### src/rtl/stopwatch_pkg.sv
// Shared types for the cascaded BCD stopwatch.
package stopwatch_pkg;

  typedef logic [3:0] bcd_t;

  typedef enum logic [1:0] {
    IDLE   = 2'd0,
    RUN    = 2'd1,
    PAUSED = 2'd2,
    DONE   = 2'd3
  } sw_state_t;

endpackage

### src/rtl/bcd_digit_counter.sv
// One BCD digit with its own modulus, up/down stepping, saturating preset load.
module bcd_digit_counter
  import stopwatch_pkg::*;
(
  input  logic i_clk,
  input  logic i_rst_n,
  input  logic i_clr,
  input  logic i_load,
  input  bcd_t i_ld_val,
  input  logic i_en,
  input  logic i_up,
  input  bcd_t i_max,
  output bcd_t o_val,
  output logic o_term
);

  bcd_t val_q, val_d;

  // Next digit value: clear beats load beats step; out-of-range presets clamp to max.
  always_comb begin
    val_d = val_q;
    if (i_clr) begin
      val_d = '0;
    end else if (i_load) begin
      val_d = (i_ld_val > i_max) ? i_max : i_ld_val;
    end else if (i_en) begin
      if (i_up) val_d = (val_q == i_max) ? '0 : val_q + 4'd1;
      else      val_d = (val_q == '0)    ? i_max : val_q - 4'd1;
    end
  end

  // Digit register.
  always_ff @(posedge i_clk) begin
    if (!i_rst_n) val_q <= '0;
    else          val_q <= val_d;
  end

  assign o_val  = val_q;
  // Terminal in the current direction: this digit rolls over on its next step.
  assign o_term = i_up ? (val_q == i_max) : (val_q == '0);

endmodule

### src/rtl/stopwatch_cascade_n.sv
// Cascaded BCD stopwatch / countdown timer: prescaler, run-control FSM,
// digit cascade, lap-hold snapshot and registered display mux.
module stopwatch_cascade_n
  import stopwatch_pkg::*;
#(
  parameter int                        DVSR         = 10_000_000,
  parameter int                        NUM_DIGITS   = 4,
  parameter logic [NUM_DIGITS*4-1:0]   DIGIT_MAX    = {4'd9, 4'd5, 4'd9, 4'd9},
  parameter bit                        STOP_AT_ZERO = 1'b1
) (
  input  logic                    i_clk,
  input  logic                    i_rst_n,
  input  logic                    i_start,
  input  logic                    i_stop,
  input  logic                    i_clr,
  input  logic                    i_up,
  input  logic                    i_load,
  input  logic [NUM_DIGITS*4-1:0] i_preset,
  input  logic                    i_lap,
  output logic [NUM_DIGITS*4-1:0] o_digits,
  output logic                    o_running,
  output logic                    o_lap_held,
  output logic                    o_wrap,
  output logic                    o_done
);

  localparam int            PW   = (DVSR > 1) ? $clog2(DVSR) : 1;
  localparam logic [PW-1:0] PMAX = PW'(DVSR - 1);

  sw_state_t                   st_q, st_d;
  logic [PW-1:0]               presc_q, presc_d;
  logic                        lap_held_q, lap_held_d;
  logic [NUM_DIGITS*4-1:0]     lap_q, lap_d;
  logic                        wrap_q, wrap_d;

  logic [NUM_DIGITS-1:0][3:0]  live;
  logic [NUM_DIGITS-1:0]       term;
  logic [NUM_DIGITS-1:0]       en;

  logic in_run, load_eff, tick, all_zero, zero_hold, cnt_en;

  assign in_run    = (st_q == RUN);
  // Load is ignored while running; clear outranks it.
  assign load_eff  = i_load & ~i_clr & ~in_run;
  // Stop outranks the tick in the same cycle, so a paused count never advances.
  assign tick      = in_run & ~i_clr & ~i_stop & (presc_q == PMAX);
  assign all_zero  = (live == '0);
  // Down count parked at zero: nothing moves and start is refused.
  assign zero_hold = STOP_AT_ZERO & ~i_up & all_zero;
  assign cnt_en    = tick & ~zero_hold;

  // Digit cascade: digit k steps when every lower digit is terminal.
  for (genvar k = 0; k < NUM_DIGITS; k++) begin : g_dig
    if (k == 0) begin : g_lsd
      assign en[k] = cnt_en;
    end else begin : g_upper
      assign en[k] = cnt_en & (&term[k-1:0]);
    end
    bcd_digit_counter u_dig (
      .i_clk    (i_clk),
      .i_rst_n  (i_rst_n),
      .i_clr    (i_clr),
      .i_load   (load_eff),
      .i_ld_val (i_preset[k*4 +: 4]),
      .i_en     (en[k]),
      .i_up     (i_up),
      .i_max    (DIGIT_MAX[k*4 +: 4]),
      .o_val    (live[k]),
      .o_term   (term[k])
    );
  end

  // Run-control FSM, priority clr > load > stop > start > tick.
  always_comb begin
    st_d = st_q;
    if (i_clr) begin
      st_d = IDLE;
    end else if (load_eff) begin
      st_d = PAUSED;
    end else if (i_stop) begin
      if (in_run) st_d = PAUSED;
    end else if (i_start) begin
      if ((st_q == IDLE || st_q == PAUSED) && !zero_hold) st_d = RUN;
    end else if (tick && zero_hold) begin
      st_d = DONE;
    end
  end

  // Prescaler advances only while running; held across pauses.
  always_comb begin
    presc_d = presc_q;
    if (i_clr || load_eff)     presc_d = '0;
    else if (in_run && !i_stop) presc_d = (presc_q == PMAX) ? '0 : presc_q + 1'b1;
  end

  // Lap hold: snapshot in RUN, toggle release anywhere; clr and load release.
  always_comb begin
    lap_d      = lap_q;
    lap_held_d = lap_held_q;
    if (i_clr || load_eff) begin
      lap_held_d = 1'b0;
    end else if (i_lap) begin
      if (lap_held_q) begin
        lap_held_d = 1'b0;
      end else if (in_run) begin
        lap_held_d = 1'b1;
        lap_d      = live;
      end
    end
  end

  // Wrap flag lines up with the digit update it describes.
  always_comb begin
    wrap_d = cnt_en & (&term);
  end

  // State registers.
  always_ff @(posedge i_clk) begin
    if (!i_rst_n) begin
      st_q       <= IDLE;
      presc_q    <= '0;
      lap_q      <= '0;
      lap_held_q <= 1'b0;
      wrap_q     <= 1'b0;
    end else begin
      st_q       <= st_d;
      presc_q    <= presc_d;
      lap_q      <= lap_d;
      lap_held_q <= lap_held_d;
      wrap_q     <= wrap_d;
    end
  end

  assign o_digits   = lap_held_q ? lap_q : live;
  assign o_running  = (st_q == RUN);
  assign o_done     = (st_q == DONE);
  assign o_lap_held = lap_held_q;
  assign o_wrap     = wrap_q;

endmodule

### config.mk
export PLATFORM = sky130hd
export DESIGN_NAME = stopwatch_cascade_n
export DESIGN_NICKNAME = d
export VERILOG_FILES = /design/src/rtl/stopwatch_pkg.sv /design/src/rtl/bcd_digit_counter.sv /design/src/rtl/stopwatch_cascade_n.sv
export SDC_FILE = /design/constraint.sdc
export NUM_CORES = 1
export LEC_CHECK = 0
export ABC_AREA = 1
export ABC_CLOCK_PERIOD_IN_PS = 1760
export BUFFER_PORTS_ARGS = -buffer_cell sky130_fd_sc_hd__buf_2
export CORE_ASPECT_RATIO = 0.7
export CORE_MARGIN = 2
export CORE_UTILIZATION = 43
export CTS_CLUSTER_SIZE = 16
export DETAILED_ROUTE_END_ITERATION = 8
export PLACE_DENSITY = 0.63
export SYNTH_ARGS = -nofsm -noshare
export SYNTH_HDL_FRONTEND = slang
export SYNTH_SLANG_ARGS = --single-unit
### constraint.sdc
create_clock -name i_clk -period 1.76 [get_ports i_clk]
set_input_delay 0.088 -clock i_clk [delete_from_list [all_inputs] [get_ports i_clk]]
set_output_delay 0.088 -clock i_clk [all_outputs]
set_load 0.01 [all_outputs]
# [Word-level counts from Yosys, hierarchy flattened]
# Index checks and enable logic that the tools add are counted.
[word_totals] mem_count=0 out_inout_bits=20 rom_bits=0 ramBits=0 ff_bits=60 elab_cells=120 latch_bits=0
[op_classes] div_mod_pow=0 shifts=0 eq_ne=12 addsub=9 mul=0 n_bitwise=19 reduce_logical=28 n_mux=38 magnitude_cmp=4
[op_table] op="4-bit 2-to-1 mux" n=24
[op_table] op="24-bit by 1-bit adder with 24-bit output (second input constant)" n=1
[op_table] op="24-bit equality test (second input constant)" n=1
[op_table] op="24-bit 2-to-1 mux" n=1
[op_table] op="4-bit by 1-bit adder with 4-bit output (second input constant)" n=4
[op_table] op="16-bit zero test" n=1
[op_table] op="4-bit zero test" n=4
[op_table] op="16-bit 2-to-1 mux" n=1
[op_table] op="4-bit by 1-bit subtractor with 4-bit output (second input constant)" n=4
[op_table] op="4-bit equality test (second input constant)" n=3
[op_table] op="4-bit > comparator (second input constant)" n=3
[op_table] op="2-bit 2-to-1 mux" n=6
[op_table] op="1-bit AND" n=11
[op_table] op="3-bit AND reduction" n=3
[op_table] op="1-bit inverter" n=8
[op_table] op="4-bit AND reduction" n=2
[op_table] op="2-bit nonzero test" n=4
[op_table] op="1-bit 2-to-1 mux" n=6
[op_table] op="3-bit by 1-bit inequality test with 1-bit output (second input constant)" n=2
[op_table] op="2-bit equality test (second input constant)" n=2
[op_table] op="4-bit by 3-bit equality test with 1-bit output (second input constant)" n=1
[op_table] op="4-bit by 3-bit > comparator with 1-bit output (second input constant)" n=1
[op_table] op="4-bit by 1-bit inequality test with 1-bit output (second input constant)" n=1
[op_table] op="4-bit nonzero test" n=1
[op_table] op="other kinds (10)" n=15

# [Longest topological paths before layout]
[depth] word_depth=9 mapped_depth=13 depth_no_buf=13

# [Hierarchy]
# A second synthesis with hierarchy kept.
[unflattened] cells_unflattened=853 area_unflattened_um2=5124.9
[by_module_without_submodules] mod="stopwatch_cascade_n" seq_area_each_um2=880.8 area_per_inst_um2=2612.5 cells_each=397 n_inst=1
[by_module_without_submodules] mod="bcd_digit_counter" seq_area_each_um2=80.1 area_per_inst_um2=628.1 cells_each=114 n_inst=4

# [Worst setup path before layout]
# No wires, ideal clock.
[synth_timing] kind="reg-to-reg" start="register presc_q[0]" end="register g_dig[3].u_dig.val_q[0]" period_less_slack_ns=1.591 required_ns=1.645 setup_time_ns=0.115 t_arrival_ns=1.476 path_stages_with_launch=13 path_slack_ns=0.169 cell_sequence="dfxtp_1 > ha_1 > nand2_1 > inv_2 > nand2_1 > nor2_1 > nand2_1 > nor2_2 > nand2_1 > nor2_1 > nand2_2 > a21oi_1 > nor2_1"
[synth_via] elab_chain_len=5
[synth_lines] item="from (decl)" line="stopwatch_cascade_n.sv:31" rtl="logic [PW-1:0] presc_q, presc_d;"
[synth_lines] item="from (signal assigned)" line="stopwatch_cascade_n.sv:127" rtl="presc_q <= presc_d;"
[synth_lines] item="24-bit equality test" line="stopwatch_cascade_n.sv:46" rtl="assign tick = in_run & ~i_clr & ~i_stop & (presc_q == PMAX);"
[synth_lines] item="1-bit AND" line="stopwatch_cascade_n.sv:46"
[synth_lines] item="1-bit AND" line="stopwatch_cascade_n.sv:50" rtl="assign cnt_en = tick & ~zero_hold;"
[synth_lines] item="1-bit AND" line="stopwatch_cascade_n.sv:57" rtl="assign en[k] = cnt_en & (&term[k-1:0]);"
[synth_lines] item="2-bit nonzero test (no line)"
[synth_lines] item="to (signal assigned)" line="bcd_digit_counter.sv:35" rtl="else val_q <= val_d;"
[synth_lines] item="to (decl)" line="bcd_digit_counter.sv:17" rtl="bcd_t val_q, val_d;"
# Every way passes these cells.
# A chain may end at the register's enable or synchronous reset.

# [Final worst setup path]
[layout_timing] start="register st_q[1]" end="register g_dig[0].u_dig.val_q[2]"
[layout_via] elab_chain_len=6 elab_cells_between_ends=9 classes_between="eq/ne: 1; mux: 1; bitwise: 6; reduce/logical: 1"
[layout_lines] item="from (decl)" line="stopwatch_cascade_n.sv:30" rtl="sw_state_t st_q, st_d;"
[layout_lines] item="from (signal assigned)" line="stopwatch_cascade_n.sv:126" rtl="st_q <= st_d;"
[layout_lines] item="2-bit by 1-bit equality test with 1-bit output *" line="stopwatch_cascade_n.sv:42" rtl="assign in_run = (st_q == RUN);"
[layout_lines] item="1-bit AND (3 in a row)" line="stopwatch_cascade_n.sv:46"
[layout_lines] item="1-bit AND" line="stopwatch_cascade_n.sv:50"
[layout_lines] item="2-bit nonzero test (no line)"
[layout_lines] item="to (signal assigned)" line="bcd_digit_counter.sv:35"
[layout_lines] item="to (decl)" line="bcd_digit_counter.sv:17"
# Every way passes the cells marked *; elsewhere a longest branch is shown, timed or not.

==> impl_metrics.tcl <==
set metrics [dict create \
    global_route.usage.total_pct 24.60 \
    ys_warn_count 0 \
    power_density_nw_per_um2 781.0 \
    die_w_um 116.8 \
    r2r-start "st_q[1]$_SDFFE_PP0P_" \
    cts_root_buffer "clkbuf_16" \
    numCtsBuffers 9 \
    grt_max_degree 37 \
    finalCritPeriodShare_pct 95.93 \
    fmax_mhz 592.3 \
    gr-total-overflow 0 \
    rows 28 \
    yosysUniqueCellTypes 37 \
    fill_cells 858 \
    r2r_slack_ns 0.07 \
    whs_endpoint "o_wrap$_SDFF_PN0_" \
    ant_nets 0 \
    hpwlAfterDp_mm 8.630 \
    synth_area_per_cell_um2 6.177 \
    dpl_worst_slack_ns -0.01860 \
    grt_pass1_wl_mm 18.82 \
    cts_hold_buffers 0 \
    synth_cells 620 \
    finalSetupViolCount 0 \
    syn_area_um2 3830 \
    die_area_um2 9690 \
    synthTopCellsByArea "dfxtp_1 (31%), nand2_1 (14%), nand3_1 (8.5%), a21oi_1 (8.1%), o21ai_0 (7.3%)" \
    min_from "i_rst_n" \
    worstHoldPathType "input port to register" \
    r2r_end "g_dig[0].u_dig.o_val[2]$_SDFFE_PP0P_" \
    layout_setup_ws_ns 0.07165 \
    rsz0062_at_grt "yes" \
    status "completed" \
    p_leak_nw 2.112 \
    place_congestion 0.8910 \
    dr_total_vias 4347 \
    post_drt_wl_per_cell_um 14.49 \
    ys_top_cells_by_count "nand2_1 (138), nor2_1 (70), inv_1 (69), nand3_1 (65), a21oi_1 (62)" \
    synth_ff_type "dfxtp_1" \
    min_path_cells 3 \
    drt_wl_total_mm 11.99 \
    first_pass_iters 4 \
    final_util_pct 58.23 \
    clock_latency_ns 0.34 \
    drv_cap 0 \
    fin_nets 727 \
    slew_violations 0 \
    path_class "register to register" \
    worst-endpoint-required_ns 1.98 \
    worstSetupStartpointType "register" \
    vias_per_cell 5.256 \
    fin_crit_ns 1.688 \
    cp-end-kind "register" \
    grt_pass1_vias 3772 \
    portBuffers 43 \
    antenna_found_initial 0 \
    finClkSkew_ns 0.008271 \
    clkTransAtPathRegs_ns 0.05 \
    tns_ns 0 \
    drt_iter0_markers 390 \
    max-vdd-ir-drop_v 0.0005210 \
    synth_top_area_share_pct 31.36 \
    yosysMostFrequentCell "nand2_1" \
    core_area_um2 8548 \
    drc 0 \
    n_antenna_cell 0 \
    synth_enable_flop_cells 0 \
    drive_gt1_share_pct 24.75 \
    cts_max_level 3 \
    p_total_mw 3.887 \
    slew-limit-headroom_pct 59.18 \
    cts_tree "done" \
    synth_area_leader_cell "dfxtp_1" \
    cts_buffer_depth 2 \
    worst_pin_slew_ns 0.6108 \
    syn_nets 645 \
    async_flop_share_pct 0 \
    area_delta_synth_final_pct 29.96 \
    ios 44 \
    worstRegToRegCells 12 \
    initial_core_util_pct 44.80 \
    clkSinkCount 60 \
    die_h_um 82.96 \
    hold_viol 0 \
    crit_arrival_ns 1.91 \
    seq_area_frac_synth_pct 31.36 \
    synth_seq_cells 60 \
    cp_max_fo 8 \
]
[metrics by stage]
stage / hold WS (ns) / cells / cell area, µm²
floorplan: 0.2522 / 620 / 3830
CTS: 0.05593 / 814 / 4711
finish: 0.06681 / 827 / 4977
detailed placement: 0.4070 / 798 / 4357
global placement: 0.4238 / 798 / 4357
global route: 0.07267 / 827 / 4977
[placed cells by master (no fill, tap or decap), drive strengths merged]
cell	count
nand3	68
clkbuf	9
nand4	9
clkinvlp	1
or2	3
inv	77
a31oi	1
nor3b	2
dfxtp	60
nor4	3
a22oi	3
a21oi	62
bufinv	3
nor2	86
o211ai	2
o21a	1
o31ai	1
clkinv	2
xor2	4
o21ai	61
xnor2	1
and3	1
buf	89
ha	1
nand2	146
nor3	11
[per-layer routing]
| metal | wire length, µm | vias to the layer above | GRT usage, % |
|---|---|---|---|
| met1 | 5922 | 1966 | 38.44 |
| met5 | 0 | - | 0 |
| met3 | 1205 | 4 | 8.540 |
| li1 | - | 2203 | - |
| met2 | 4790 | 174 | 31.84 |
| met4 | 68 | 0 | 5.134 |
[how the worst max path moves through the flow]
stage | start | end | cells after the start
5_1_grt | presc_q[0]$_SDFFE_PP0P_ | g_dig[3].u_dig.o_val[2]$_SDFFE_PP0P_ | 12
3_3_place_gp | presc_q[0]$_SDFFE_PP0P_ | g_dig[3].u_dig.o_val[3]$_SDFFE_PP0P_ | 12
2_1_floorplan | presc_q[0]$_SDFFE_PP0P_ | g_dig[3].u_dig.o_val[0]$_SDFFE_PP0P_ | 12
3_5_place_dp | presc_q[0]$_SDFFE_PP0P_ | g_dig[3].u_dig.o_val[3]$_SDFFE_PP0P_ | 12
6_report | st_q[1]$_SDFFE_PP0P_ | g_dig[0].u_dig.o_val[2]$_SDFFE_PP0P_ | 12
4_1_cts | presc_q[0]$_SDFFE_PP0P_ | g_dig[3].u_dig.o_val[3]$_SDFFE_PP0P_ | 12
[registers in the layout (all words and copies together) (netlist names)]
name / cells
o_lap_held: 1
g_dig.u_dig.o_val: 16
presc_q: 24
lap_q: 16
st_q: 2
o_wrap: 1
[worst max-delay path: stages, from the launching register on]
cell and delay [ns]:
dfxtp_2 0.33, inv_2 0.06, nand2_4 0.08, nor2_8 0.17
inv_4 0.09, nor2_4 0.11, inv_1 0.10, nor2_2 0.13
nand2_2 0.08, nand2_4 0.11, buf_4 0.15, buf_4 0.12
a21oi_1 0.05
[report_power, final]
| group | switching (mW) | internal, mW |
|---|---|---|
| Combinational | 0.273 | 0.151 |
| Sequential | 0.0166 | 1.37 |
| Clock | 0.684 | 1.39 |
| Total | 0.974 | 2.91 |
[final cells by class]
type	instances	area (µm²)	area share, %
clock buffers	9	225.2	4.525
inverters	76	287.8	5.782
repair buffers	89	580.6	11.66
clock inverters	7	123.9	2.489
well taps	120	150.1	3.017
flip-flops and latches	60	1212	24.36
multi-input cells	466	2397	48.16
[timing repair]
action | in CTS | in global routing
setup buffers | 0 | 12
pin swaps | 0 | 11
hold endpoints to repair | 0 | 0
setup endpoints to repair | 7 | 29
cloned | 0 | 1
gates resized for setup | 2 | 51
[logic make-up (layout without fill, tap and decap cells)]
logic type,Yosys count,after routing,synth area share (%)
buffers and inverters,95,181,9.964
flip-flops,60,60,31.36
AO/OA/AOI/OAI,131,131,17.61
XOR/XNOR,5,5,1.143
adder cells (fa/ha/maj),1,1,0.3266
AND/OR/NAND/NOR,328,329,39.59
Note: power is estimated with default switching activity, not from simulation.
